[config.mk]
export PLATFORM = sky130hd
export DESIGN_NAME = sd_dat_controller_mb_flat
export DESIGN_NICKNAME = d
export VERILOG_FILES = /design/src/rtl/sd_dat_controller_mb_if.sv /design/src/rtl/sd_dat_controller_mb.sv /design/src/flat_wrapper.sv
export SDC_FILE = /design/constraint.sdc
export NUM_CORES = 1
export LEC_CHECK = 0
export CORE_MARGIN = 2
export CORE_UTILIZATION = 48
export CTS_CLUSTER_DIAMETER = 40
export DETAILED_ROUTE_END_ITERATION = 6
export GPL_TIMING_DRIVEN = 1
export PLACE_DENSITY = 0.78
export SLEW_MARGIN = 10
export SYNTH_ARGS = -nofsm -noshare
export SYNTH_HDL_FRONTEND = slang
export SYNTH_SLANG_ARGS = --single-unit
[constraint.sdc]
create_clock -name clock -period 2.2 [get_ports clock]
set_clock_uncertainty 0.1 [all_clocks]
set_input_delay 0.55 -clock clock [delete_from_list [all_inputs] [get_ports clock]]
set_output_delay 0.55 -clock clock [all_outputs]
set_load 0.005 [all_outputs]
[src/rtl/sd_dat_controller_mb_if.sv]
// Host/FIFO/phys-facing signal bundle of the SD data-path sequencer.
interface sd_dat_controller_mb_if #(
    parameter int unsigned BLKCNT_W  = 8,
    parameter int unsigned TIMEOUT_W = 16
);
    logic                 start;
    logic                 write_read;
    logic                 multiple;
    logic [BLKCNT_W-1:0]  block_count;
    logic [TIMEOUT_W-1:0] timeout_val;
    logic                 abort;
    logic                 serial_ready;
    logic                 fifo_okay;
    logic                 block_done;
    logic                 crc_ok;
    logic                 ack_in;
    logic                 strobe_out;
    logic                 ack_out;
    logic                 write_read_phys;
    logic                 multiple_phys;
    logic [BLKCNT_W-1:0]  blocks_left;
    logic                 busy;
    logic                 transfer_complete;
    logic                 error;
    logic [1:0]           error_code;

    modport master (
        output start, write_read, multiple, block_count, timeout_val, abort,
               serial_ready, fifo_okay, block_done, crc_ok, ack_in,
        input  strobe_out, ack_out, write_read_phys, multiple_phys, blocks_left,
               busy, transfer_complete, error, error_code
    );

    modport slave (
        input  start, write_read, multiple, block_count, timeout_val, abort,
               serial_ready, fifo_okay, block_done, crc_ok, ack_in,
        output strobe_out, ack_out, write_read_phys, multiple_phys, blocks_left,
               busy, transfer_complete, error, error_code
    );
endinterface

[src/rtl/sd_dat_controller_mb.sv]
// SD data-path sequencer: multi-block read/write with per-block ack, CRC retry,
// per-state watchdog, host abort and a sticky error code.
module sd_dat_controller_mb #(
    parameter int unsigned BLKCNT_W  = 8,
    parameter int unsigned TIMEOUT_W = 16,
    parameter int unsigned MAX_RETRY = 2
) (
    input logic                   clock,
    input logic                   reset,
    sd_dat_controller_mb_if.slave bus
);
    localparam int unsigned RETRY_W = (MAX_RETRY < 1) ? 1 : $clog2(MAX_RETRY + 1);

    localparam logic [1:0] CODE_NONE    = 2'b00;
    localparam logic [1:0] CODE_TIMEOUT = 2'b01;
    localparam logic [1:0] CODE_CRC     = 2'b10;
    localparam logic [1:0] CODE_ABORT   = 2'b11;

    typedef enum logic [2:0] {IDLE, SETUP, CHECK_FIFO, TRANSMIT, ACK, DONE, ERROR} state_t;

    state_t               state, state_n;
    logic [TIMEOUT_W-1:0] wd, wd_n, tmo, tmo_n;
    logic [RETRY_W-1:0]   retry, retry_n;
    logic [BLKCNT_W-1:0]  left, left_n;
    logic                 wr, wr_n, mult, mult_n, err, err_n, tc_n;
    logic [1:0]           code, code_n;
    logic                 strobe, ack, busy, tc;
    logic                 go, active, expire;

    // Next-state and next-register values
    always_comb begin
        state_n = state;
        wd_n    = wd;
        tmo_n   = tmo;
        retry_n = retry;
        left_n  = left;
        wr_n    = wr;
        mult_n  = mult;
        err_n   = err;
        code_n  = code;
        tc_n    = 1'b0;
        go      = 1'b0;
        active  = (state inside {SETUP, CHECK_FIFO, TRANSMIT, ACK});
        expire  = (tmo != '0) && (wd == TIMEOUT_W'(1));

        case (state)
            IDLE: if (bus.start) begin
                go      = 1'b1;
                wr_n    = bus.write_read;
                mult_n  = bus.multiple;
                tmo_n   = bus.timeout_val;
                left_n  = (bus.multiple && bus.block_count != '0) ? bus.block_count : BLKCNT_W'(1);
                err_n   = 1'b0;
                code_n  = CODE_NONE;
                retry_n = '0;
                state_n = SETUP;
            end
            SETUP: if (bus.serial_ready) begin
                go      = 1'b1;
                state_n = CHECK_FIFO;
            end
            CHECK_FIFO: if (bus.fifo_okay) begin
                go      = 1'b1;
                state_n = TRANSMIT;
            end
            TRANSMIT: if (bus.block_done) begin
                go = 1'b1;
                if (bus.crc_ok) begin
                    state_n = ACK;
                end else if (retry < RETRY_W'(MAX_RETRY)) begin
                    retry_n = retry + RETRY_W'(1);
                    state_n = CHECK_FIFO;
                end else begin
                    err_n   = 1'b1;
                    code_n  = CODE_CRC;
                    state_n = ERROR;
                end
            end
            ACK: if (bus.ack_in) begin
                go      = 1'b1;
                retry_n = '0;
                if (left == BLKCNT_W'(1)) begin
                    state_n = DONE;
                end else begin
                    left_n  = left - BLKCNT_W'(1);
                    state_n = CHECK_FIFO;
                end
            end
            DONE: begin
                left_n  = '0;
                tc_n    = 1'b1;
                state_n = IDLE;
            end
            ERROR:   state_n = IDLE;
            default: state_n = IDLE;
        endcase

        // Abort beats watchdog expiry, which beats any normal transition
        if (active && (bus.abort || expire)) begin
            state_n = ERROR;
            err_n   = 1'b1;
            code_n  = bus.abort ? CODE_ABORT : CODE_TIMEOUT;
            retry_n = retry;
            left_n  = left;
        end else if (go) begin
            wd_n = tmo_n;
        end else if (active && tmo != '0) begin
            wd_n = wd - TIMEOUT_W'(1);
        end
    end

    always_ff @(posedge clock) begin
        if (reset) begin
            state  <= IDLE;
            wd     <= '0;
            tmo    <= '0;
            retry  <= '0;
            left   <= '0;
            wr     <= 1'b0;
            mult   <= 1'b0;
            err    <= 1'b0;
            code   <= CODE_NONE;
            strobe <= 1'b0;
            ack    <= 1'b0;
            busy   <= 1'b0;
            tc     <= 1'b0;
        end else begin
            state  <= state_n;
            wd     <= wd_n;
            tmo    <= tmo_n;
            retry  <= retry_n;
            left   <= left_n;
            wr     <= wr_n;
            mult   <= mult_n;
            err    <= err_n;
            code   <= code_n;
            strobe <= (state_n == TRANSMIT);
            ack    <= (state_n == ACK);
            busy   <= (state_n != IDLE);
            tc     <= tc_n;
        end
    end

    assign bus.strobe_out        = strobe;
    assign bus.ack_out           = ack;
    assign bus.write_read_phys   = wr;
    assign bus.multiple_phys     = mult;
    assign bus.blocks_left       = left;
    assign bus.busy              = busy;
    assign bus.transfer_complete = tc;
    assign bus.error             = err;
    assign bus.error_code        = code;
endmodule

[src/flat_wrapper.sv]
// flat-port wrapper written by rule: the top's interface ports become plain ports
module sd_dat_controller_mb_flat 
#(
    parameter int unsigned BLKCNT_W  = 8,
    parameter int unsigned TIMEOUT_W = 16,
    parameter int unsigned MAX_RETRY = 2
)
  (clock, reset, bus_start, bus_write_read, bus_multiple, bus_block_count, bus_timeout_val, bus_abort, bus_serial_ready, bus_fifo_okay, bus_block_done, bus_crc_ok, bus_ack_in, bus_strobe_out, bus_ack_out, bus_write_read_phys, bus_multiple_phys, bus_blocks_left, bus_busy, bus_transfer_complete, bus_error, bus_error_code);
  sd_dat_controller_mb_if #(.BLKCNT_W(BLKCNT_W), .TIMEOUT_W(TIMEOUT_W)) bus_i ();
  input logic clock;
  input logic reset;
  input wire logic [$bits(bus_i.start)-1:0] bus_start;
  input wire logic [$bits(bus_i.write_read)-1:0] bus_write_read;
  input wire logic [$bits(bus_i.multiple)-1:0] bus_multiple;
  input wire logic [$bits(bus_i.block_count)-1:0] bus_block_count;
  input wire logic [$bits(bus_i.timeout_val)-1:0] bus_timeout_val;
  input wire logic [$bits(bus_i.abort)-1:0] bus_abort;
  input wire logic [$bits(bus_i.serial_ready)-1:0] bus_serial_ready;
  input wire logic [$bits(bus_i.fifo_okay)-1:0] bus_fifo_okay;
  input wire logic [$bits(bus_i.block_done)-1:0] bus_block_done;
  input wire logic [$bits(bus_i.crc_ok)-1:0] bus_crc_ok;
  input wire logic [$bits(bus_i.ack_in)-1:0] bus_ack_in;
  output wire logic [$bits(bus_i.strobe_out)-1:0] bus_strobe_out;
  output wire logic [$bits(bus_i.ack_out)-1:0] bus_ack_out;
  output wire logic [$bits(bus_i.write_read_phys)-1:0] bus_write_read_phys;
  output wire logic [$bits(bus_i.multiple_phys)-1:0] bus_multiple_phys;
  output wire logic [$bits(bus_i.blocks_left)-1:0] bus_blocks_left;
  output wire logic [$bits(bus_i.busy)-1:0] bus_busy;
  output wire logic [$bits(bus_i.transfer_complete)-1:0] bus_transfer_complete;
  output wire logic [$bits(bus_i.error)-1:0] bus_error;
  output wire logic [$bits(bus_i.error_code)-1:0] bus_error_code;
  assign bus_i.start = bus_start;
  assign bus_i.write_read = bus_write_read;
  assign bus_i.multiple = bus_multiple;
  assign bus_i.block_count = bus_block_count;
  assign bus_i.timeout_val = bus_timeout_val;
  assign bus_i.abort = bus_abort;
  assign bus_i.serial_ready = bus_serial_ready;
  assign bus_i.fifo_okay = bus_fifo_okay;
  assign bus_i.block_done = bus_block_done;
  assign bus_i.crc_ok = bus_crc_ok;
  assign bus_i.ack_in = bus_ack_in;
  assign bus_strobe_out = bus_i.strobe_out;
  assign bus_ack_out = bus_i.ack_out;
  assign bus_write_read_phys = bus_i.write_read_phys;
  assign bus_multiple_phys = bus_i.multiple_phys;
  assign bus_blocks_left = bus_i.blocks_left;
  assign bus_busy = bus_i.busy;
  assign bus_transfer_complete = bus_i.transfer_complete;
  assign bus_error = bus_i.error;
  assign bus_error_code = bus_i.error_code;
  sd_dat_controller_mb #(.BLKCNT_W(BLKCNT_W), .TIMEOUT_W(TIMEOUT_W), .MAX_RETRY(MAX_RETRY)) u_core (.clock(clock), .reset(reset), .bus(bus_i));
endmodule
==> key figures <==
Run status
  • Status: finished with violations
  • Failing checks: setup timing

Worst setup path
  • Levels on crit path: 7
  • CP max stage delay: about 0.41 ns
  • Crit path capture type: register
  • Top fanout value on the critical path: 6
  • Cell Chain, Critical Path: o21ai_0 > and2_0 > buf_4 > nand2_1 > nor3_1 > o21ai_2 > a32o_1
  • Register-to-Register Path Depth: 7
  • CP delay by family, top: simple AND/OR/NAND/NOR gates
  • Crit path max-delay cell type: dfxtp_1
  • Worst EP required: 2.32 ns
  • Critical Path Source Type: register
  • Bufs and invs on worst path: 1
  • Worst EP arrival: roughly 2.4 ns
  • Crit path kind: register to register

Global route
  • GR Overflow Total: 0
  • Initial antenna violation count: 0
  • Pin count of the biggest net entering global routing: 23
  • First-pass GRT wire length: 16,400 µm
  • Number of global-route vias before repair: about 3,400
  • Gr usage total: around 29%

Timing
  • RSZ-0062 raised after global routing: true
  • Setup TNS: -0.425 ns
  • Worst slew pin tran: slightly above 0.4 ns
  • Final-report max-slew violation count: 0
  • Slew HR: about 73%
  • Fin crit share: 104%
  • Setup-failing EPs final: 12
  • Final hold violations: 0
  • Maximum clock rate: 438 MHz
  • Clock period minus worst slack: around 2.3 ns
  • Worst Slack Setup Final: -0.0810 ns

Synth
  • Area leader, netlist: dfxtp_1
  • Synth Flop Type: dfxtp_1
  • Syn_nets: approximately 420
  • Largest family of logic cells by synthesized area: simple AND/OR/NAND/NOR gates
  • Post-synthesis cell count: roughly 380
  • Number of flops mapped to enable cells by yosys: 0
  • Synth top area cells: dfxtp_1 (36%), nor2_1 (6.6%), a21oi_1 (5.5%)
  • Ys async rst share: 0%
  • Yosys warns: 0
  • Mux cell area share after synthesis: under 10%
  • Compound-Gate Fraction of Synth Area: between 20 and 25%
  • Top-area cell type share of the netlist area: about 36%
  • Synth Area in Adders: about 1.7%
  • Seq/Total Area, Yosys: 35.8%
  • Synth cell types: slightly below 60
  • XOR/XNOR Fraction of Synth Area: ~1.5%
  • Mapped Area: a little over 3000 µm²
  • Synthesized area per cell: 7.90 µm²
  • FF+latch count, synth: 54
  • Synth Area in Simple Gates: about 28%

Route
  • Vias: between 3,000 and 4,000
  • Drt first pass iters: 5
  • Average routed wire per standard cell: between 15 and 20 µm
  • WL final: approximately 11,000 µm
  • DRT iter0 DRCs: 320
  • DR DRC count: 0
  • Vias per cell: slightly above 6
  • DRT antenna net count: 0

CTS
  • Clk slew on worst S/H paths: approximately 0.11 ns
  • CTS max path bufs: 2
  • CTS Hold Bufs: 0
  • CTS tree: yes
  • Clock latency on the worst-skew pair: about 0.32 ns
  • CTS buffer count: 5
  • Clock sink total: 54
  • Clk root buf: clkbuf_8
  • CTS H-tree depth: 2

Floorplan
  • Die Y: 83.3 µm
  • Width of the die: ~83 µm
  • # IOs: 52
  • # rows: 28
  • Core Area: 5990 µm²
  • Die ar.: a little under 7000 µm²
  • Starting Density: 50.4%

Placement
  • Routability Congestion: slightly below 1
  • Placed cell areas: roughly 4200 µm²
  • Setup WS pre-CTS: -0.298 ns
  • Dpl hpwl: ~7500 µm
  • Port bufs: 51

Cells and area
  • Finished Core Util: about 80%
  • Most common cell after layout, fill and taps aside: buf_4
  • Proportion of layout cells with a drive suffix above 1: about a third
  • Layout area overhead: 56.9%
  • Most frequent cells in the layout: buf_4 (77), clkdlybuf4s50_1 (48), dfxtp_1 (47)
  • N_diodes: 0
  • Final instance area: approximately 4700 µm²
  • Nets@finish: around 550

Worst hold path
  • HP Class: register to register
  • Worst Hold Path Cells: 2

Run
  • Max-Cap Viols: 0

Pwr
  • Max IR drop VDD: 0.783 mV
  • Lkg Pwr: between 0.0015 and 0.002 µW
  • Power Density: between 1500 and 2000 nW/µm²
## synthesized netlist by cell type (all sizes together) (7+ instances only)
| cell | number |
|---|---|
| a211oi | 7 |
| a21oi | 34 |
| a31oi | 7 |
| buf | 7 |
| clkbuf | 14 |
| dfxtp | 54 |
| inv | 11 |
| mux2i | 13 |
| nand2 | 37 |
| nand3 | 12 |
| nand4 | 9 |
| nor2 | 53 |
| nor3 | 14 |
| nor4 | 11 |
| o21ai | 25 |
## report_power, final
part	switching [µW]	internal [µW]	leakage [µW]
logic	2680	2560	0.00136
clock network	347	486	0.0000714
registers	275	1280	0.000446
## state kept, by name, summed over array words and instances (netlist names)
name / flops
u_core.bus.blocks_left: 8
u_core.bus.transfer_complete: 1
u_core.bus.error_code: 2
u_core.bus.strobe_out: 1
u_core.bus.error: 1
u_core.bus.multiple_phys: 1
u_core.wd: 16
u_core.bus.write_read_phys: 1
u_core.bus.ack_out: 1
u_core.bus.busy: 1
u_core.tmo: 16
u_core.retry: 2
u_core.state: 3
## stage by stage
stage,std cells,hold slack (ns),total power [µW]
2_1_floorplan,382,0.345,3950
3_3_place_gp,573,0.349,5760
3_5_place_dp,573,0.350,5810
4_1_cts,585,0.369,6740
5_1_grt,588,0.389,8060
6_report,588,0.363,7630
## layer usage
| metal | part of all wire, % | GRT usage, % |
|---|---|---|
| met1 | 42 | 39.2 |
| met4 | 1.8 | 9.69 |
| met2 | 48 | 45.5 |
| met3 | 8.6 | 5.67 |
| met5 | 0 | 0 |
## logic make-up (layout without fill, tap and decap cells)
kind of cell | Yosys count | count (layout)
AND/OR/NAND/NOR | 167 | 167
buffers and inverters | 33 | 164
flip-flops | 54 | 54
AO/OA/AOI/OAI | 103 | 103
multiplexers | 16 | 16
XOR/XNOR | 5 | 5
adder cells (fa/ha/maj) | 4 | 4
## worst register-to-register path, delay by kind of cell (launching register included)
family / cells / cell delay [ns]
buffers and inverters: 1 / 0.18
AND/OR/NAND/NOR: 3 / 0.83
flip-flops: 1 / 0.41
AO/OA/AOI/OAI: 3 / 0.66
## cell type report
cell class | instances | area, µm²
flip-flops and latches | 54 | 1090
inverters | 12 | 45.0
well taps | 75 | 93.8
clock inverters | 2 | 60.1
fillers | 382 | 1260
repair buffers | 144 | 1290
clock buffers | 6 | 82.6
multi-input cells | 295 | 2070
## repair_timing
| action | in CTS | in global routing |
|---|---|---|
| setup buffers | 4 | 2 |
| setup endpoints to repair | 17 | 29 |
| pin swaps | 3 | 18 |
| endpoints found under the hold margin | 0 | 0 |
| resized for setup | 7 | 70 |
| gates cloned | 0 | 1 |
## final timing paths
| kind | startpoint | end | slack, ns |
|---|---|---|---|
| max reg2reg | u_core.state[0]$_SDFF_PP0_ | u_core.wd[5]$_SDFFE_PP0P_ | -0.08 |
| min reg2reg | u_core.bus.write_read_phys$_SDFFE_PP0P_ | u_core.bus.write_read_phys$_SDFFE_PP0P_ | 0.36 |
| min | u_core.bus.write_read_phys$_SDFFE_PP0P_ | u_core.bus.write_read_phys$_SDFFE_PP0P_ | 0.36 |
| max | u_core.state[0]$_SDFF_PP0_ | u_core.wd[5]$_SDFFE_PP0P_ | -0.08 |
Power figures use the tool's default switching activity.
